## src/rtl/pipe_stage_skid.sv

```systemverilog
// Pipeline stage register with a valid/ready handshake and a two-entry skid buffer.
// Handshake outputs are registered; a saturating counter records downstream stall cycles.
module pipe_stage_skid #(
    parameter int            DW     = 64,
    parameter logic [DW-1:0] BUBBLE = {DW{1'b0}},
    parameter int            CW     = 16
) (
    input  logic          clk,
    input  logic          rstn,
    input  logic          flush,
    input  logic          up_valid,
    output logic          up_ready,
    input  logic [DW-1:0] up_data,
    output logic          dn_valid,
    input  logic          dn_ready,
    output logic [DW-1:0] dn_data,
    output logic [1:0]    occupancy,
    output logic [CW-1:0] stall_cnt,
    input  logic          stall_cnt_clr
);

    // Handshake: a beat moves on a side exactly when valid and ready are both high
    // at the rising edge; valid never depends on ready, and up_ready is a register,
    // so dn_ready has no combinational path to up_ready.
    typedef enum logic [1:0] {
        EMPTY = 2'd0,
        HALF  = 2'd1,
        FULL  = 2'd2
    } state_t;

    state_t        state;
    state_t        state_nxt;
    logic [DW-1:0] main_q;
    logic [DW-1:0] main_nxt;
    logic [DW-1:0] skid_q;
    logic [DW-1:0] skid_nxt;
    logic          acc;
    logic          iss;

    assign acc = up_valid & up_ready;
    assign iss = dn_valid & dn_ready;

    always_comb begin
        state_nxt = state;
        main_nxt  = main_q;
        skid_nxt  = skid_q;
        if (flush) begin
            // Flush wins over any same-cycle accept; an issue in this cycle still counts.
            state_nxt = EMPTY;
            main_nxt  = BUBBLE;
            skid_nxt  = BUBBLE;
        end else begin
            unique case (state)
                EMPTY: begin
                    if (acc) begin
                        state_nxt = HALF;
                        main_nxt  = up_data;
                    end
                end
                HALF: begin
                    if (acc && !iss) begin
                        state_nxt = FULL;
                        skid_nxt  = up_data;
                    end else if (iss && !acc) begin
                        state_nxt = EMPTY;
                        main_nxt  = BUBBLE;
                    end else if (acc && iss) begin
                        main_nxt  = up_data;
                    end
                end
                FULL: begin
                    if (iss) begin
                        state_nxt = HALF;
                        main_nxt  = skid_q;
                        skid_nxt  = BUBBLE;
                    end
                end
                default: begin
                    state_nxt = EMPTY;
                    main_nxt  = BUBBLE;
                    skid_nxt  = BUBBLE;
                end
            endcase
        end
    end

    always_ff @(posedge clk or negedge rstn) begin
        if (!rstn) begin
            state    <= EMPTY;
            main_q   <= BUBBLE;
            skid_q   <= BUBBLE;
            dn_valid <= 1'b0;
            up_ready <= 1'b1;
        end else begin
            state    <= state_nxt;
            main_q   <= main_nxt;
            skid_q   <= skid_nxt;
            dn_valid <= (state_nxt != EMPTY);
            up_ready <= (state_nxt != FULL);
        end
    end

    assign dn_data   = main_q;
    assign occupancy = state;

    // Clear beats the increment; flush deliberately leaves the count alone.
    always_ff @(posedge clk or negedge rstn) begin
        if (!rstn) begin
            stall_cnt <= '0;
        end else if (stall_cnt_clr) begin
            stall_cnt <= '0;
        end else if (dn_valid && !dn_ready && !(&stall_cnt)) begin
            stall_cnt <= stall_cnt + 1'b1;
        end
    end

endmodule

```

## config.mk

```make
export PLATFORM = sky130hd
export DESIGN_NAME = pipe_stage_skid
export DESIGN_NICKNAME = d
export VERILOG_FILES = /design/src/rtl/pipe_stage_skid.sv
export SDC_FILE = /design/constraint.sdc
export NUM_CORES = 1
export LEC_CHECK = 0
export BUFFER_PORTS_ARGS = -buffer_cell sky130_fd_sc_hd__buf_4
export CORE_MARGIN = 10
export CORE_UTILIZATION = 47
export CTS_CLUSTER_DIAMETER = 200
export DETAILED_ROUTE_END_ITERATION = 16
export PLACE_DENSITY = 0.77
export SETUP_SLACK_MARGIN = 0.2
export SKIP_LAST_GASP = 1
export SYNTH_ARGS = -nofsm -noshare
export SYNTH_HDL_FRONTEND = slang
export SYNTH_SLANG_ARGS = --single-unit
```

## constraint.sdc

```tcl
create_clock -name clk -period 1.88 [get_ports clk]
set_input_delay 0.188 -clock clk [delete_from_list [all_inputs] [get_ports clk]]
set_output_delay 0.188 -clock clk [all_outputs]
set_load 0.01 [all_outputs]
```

==> impl_results.md <==
- Power density cells: 892 mW/mm2
- CP Max Fanout: 6
- Die width: 143 um
- Largest net degree at the start of global routing: 65
- Async SR Flop Fraction: 1.00
- Met3 usage: 0.0580
- Top Usage Layer GRT: met2
- Fin util: 0.651
- Startpoint types: flip-flop
- Nets: 926
- Post-Route Skew: 7.81 ps
- Vias/cell: 5.59
- Multi-input logic area: 0.00307 mm2
- Initial Util: 0.483
- Min-Delay Path Depth: 3
- Simple-gate share of the synthesized area: 0.0963
- Final ANT Viol Nets: 0
- Adder-Cell Fraction of Synth Area: 0.00177
- Endpoints failing setup: 0
- Main combinational cell family by area after synthesis: compound AO/OA/AOI/OAI gates
- Final Cycle Share: 0.917
- #FFs+latches synth: 148
- Initial antenna violation count: 0
- Die area: 0.0203 mm2
- Avg WL per Cell: 19.2 um
- Total grt overflow: 0
- Post-route minimum period: 1720 ps
- TritonCTS clock tree: yes
- CP required: 2180 ps
- CP arrival: 2020 ps
- Syn Area/Cell: 10.3 um2
- Core Box Area: 0.0146 mm2
- Total CTS buffers: 17
- Crit path from: stall_cnt[10]$_DFFE_PN0P_
- DRC Markers: 0
- Unrepaired setup endpoints after global routing: yes
- Vias in the first global route: 5,968
- Cell Area, Synth: 0.00707 mm2
- Hold_sp: up_data[47]
- Type of the worst min-delay path: input pin to flip-flop
- # H-tree levels: 4
- Number of fill cells: 1,173
- Outcome: finished clean
- Clock Tree Root: clkbuf_16
- Clk_lat worst skew: 420 ps
- Chip height: 143 um
- Setup slack at placement: 108 ps
- Seq. cell area: 0.00371 mm2
- Cells on worst reg2reg path: 4
- Netlist cell types: 42
- Syn Nets: 756
- Synthesis warning total: 0
- FP Rows: 44
- Max Slew Vio Count: 0
- Mux cell area share after synthesis: 0.138
- Setup TNS: 0 ps
- CTS max path bufs: 2
- Worst slew pin tran: 424 ps
- VDD IR max: 0.680 mV
- Initial DRC count: 373
- GRT Util Overall: 0.192
- Worst Setup End Kind: flip-flop
- Met2 Usage GRT: 0.310
- Num Clock Sinks: 148
- Number of synthesized flops with an enable pin: 0
- Final Hold Viols: 0
- Global-route wire length before repair: 31.4 mm
- Drt total wl: 20.2 mm
- Worst setup path class: flip-flop to flip-flop
- Pre-antenna DRT Iters: 5
- Worst-path clk slew: 60 ps
- Top_reg_cell synth: dfrtp_1
- MaxCap Viol Count: 0
- Io pins: 154
- Synthesized-area fraction occupied by xor and xnor cells: 0
- Antenna cells: 0
- Max Clk Rate: 0.580 GHz
- Worst Slack Setup Final: 155 ps
- LEAKAGE: 4.50 nW
- Cell count after synthesis: 685
- Synthesis-to-finish area growth: 35.0%
- Hpwl dp: 13.0 mm
- Layout cells sized above 1: 0.308
- Commonest non-fill, non-tap cell in the layout: buf_4
- R2R Path Start: stall_cnt[10]$_DFFE_PN0P_
- Port bufs: 153
- Most frequent cells in the layout: buf_4 (181), dfrtp_1 (144), mux2i_1 (91)
- Sequential area share after synthesis: 0.524
- Final RePlAce weighted congestion: 0.825
- Met1 usage: 0.239
- Slew margin rel.: 0.717
- Compound-Gate Fraction of Synth Area: 0.174
- DR vias: 5,858
[through the flow]
stage | power [mW] | area, um2 | hold slack (ps) | instances
2_1_floorplan | 4.33 | 7090 | -108 | 685
3_3_place_gp | 5.08 | 8670 | 116 | 1003
3_5_place_dp | 5.11 | 8670 | 116 | 1003
4_1_cts | 8.50 | 9300 | 8.35 | 1036
5_1_grt | 8.88 | 9540 | 8.80 | 1048
6_report | 8.51 | 9540 | 22.1 | 1048
[cell type report]
class                           count  area share
Clock buffer                       18      0.0460
Clock inverter                     10      0.0143
Inverter                           69      0.0271
Multi-Input combinational cell    419       0.322
Sequential cell                   148       0.389
Tap cell                          184      0.0241
Timing Repair Buffer              200       0.178
[Yosys cell counts, types with 3 or more instances]
cell / number / share of area
inv_1: 69 / 0.037
nor2_1: 38 / 0.020
or3_1: 4 / 0.0035
nor3_1: 4 / 0.0028
or4_1: 3 / 0.0032
nor4_1: 4 / 0.0035
nor2b_1: 7 / 0.0062
o2bb2ai_1: 64 / 0.079
a211oi_1: 4 / 0.0042
dfrtp_1: 147 / 0.52
nand2_1: 80 / 0.042
o21bai_1: 3 / 0.0032
clkbuf_1: 22 / 0.012
buf_1: 10 / 0.0053
a21oi_1: 39 / 0.028
mux2i_1: 91 / 0.13
o21ai_0: 4 / 0.0028
mux2_2: 6 / 0.0096
buf_2: 16 / 0.011
and3_1: 3 / 0.0027
nand3_1: 3 / 0.0021
a22oi_1: 38 / 0.040
[power breakdown]
| group | switching, mW | leakage (nW) | total (mW) | internal [mW] |
|---|---|---|---|---|
| logic | 0.848 | 2.21 | 1.57 | 0.721 |
| registers | 0.145 | 2.01 | 3.56 | 3.41 |
| clock network | 1.30 | 0.275 | 3.38 | 2.08 |
| total | 2.29 | 4.50 | 8.51 | 6.22 |
[logic make-up (layout without fill, tap and decap cells)]
family	Yosys count	count (layout)
AO/OA/AOI/OAI	166	166
flip-flops	148	148
AND/OR/NAND/NOR	155	155
multiplexers	97	97
buffers and inverters	118	297
adder cells (fa/ha/maj)	1	1
[worst paths after layout]
check                      slack (ps)                   endpoint
max                               160  stall_cnt[15]$_DFFE_PN0P_
max reg2reg                       160  stall_cnt[15]$_DFFE_PN0P_
max in group asynchronous         970    dn_data[26]$_DFFE_PN0P_
min reg2reg                       490     dn_data[5]$_DFFE_PN0P_
min                                20     skid_q[47]$_DFFE_PN0P_
min in group asynchronous         240  stall_cnt[12]$_DFFE_PN0P_
[sequential cells by signal, summed over array words and instances, names as in the netlist]
register   count
occupancy      2
stall_cnt     16
skid_q        64
up_ready       1
dn_data       64
dn_valid       1
[routing by layer]
layer,up-vias,share of wire,routed length [um]
met5,-,0,0
met4,0,0.014,284
met3,19,0.066,1320
met2,185,0.50,10000
met1,2912,0.42,8550
li1,2742,-,-
[worst max-delay path, stage by stage, from the launching register on]
cell,delay [ps]
dfrtp_1,420
nand3_4,110
or3_4,430
nor4_4,320
mux2_4,330
[timing repair]
| action | 4_1_cts | 5_1_grt |
|---|---|---|
| buffers inserted | 3 | 9 |
| pin swaps | 1 | 11 |
| hold buffers | 2 | 0 |
| gates resized for setup | 7 | 22 |
| endpoints found under the setup margin | 72 | 112 |
| hold endpoints to repair | 40 | 0 |
| cloned | 0 | 3 |
(Power assumes the default switching activity.)
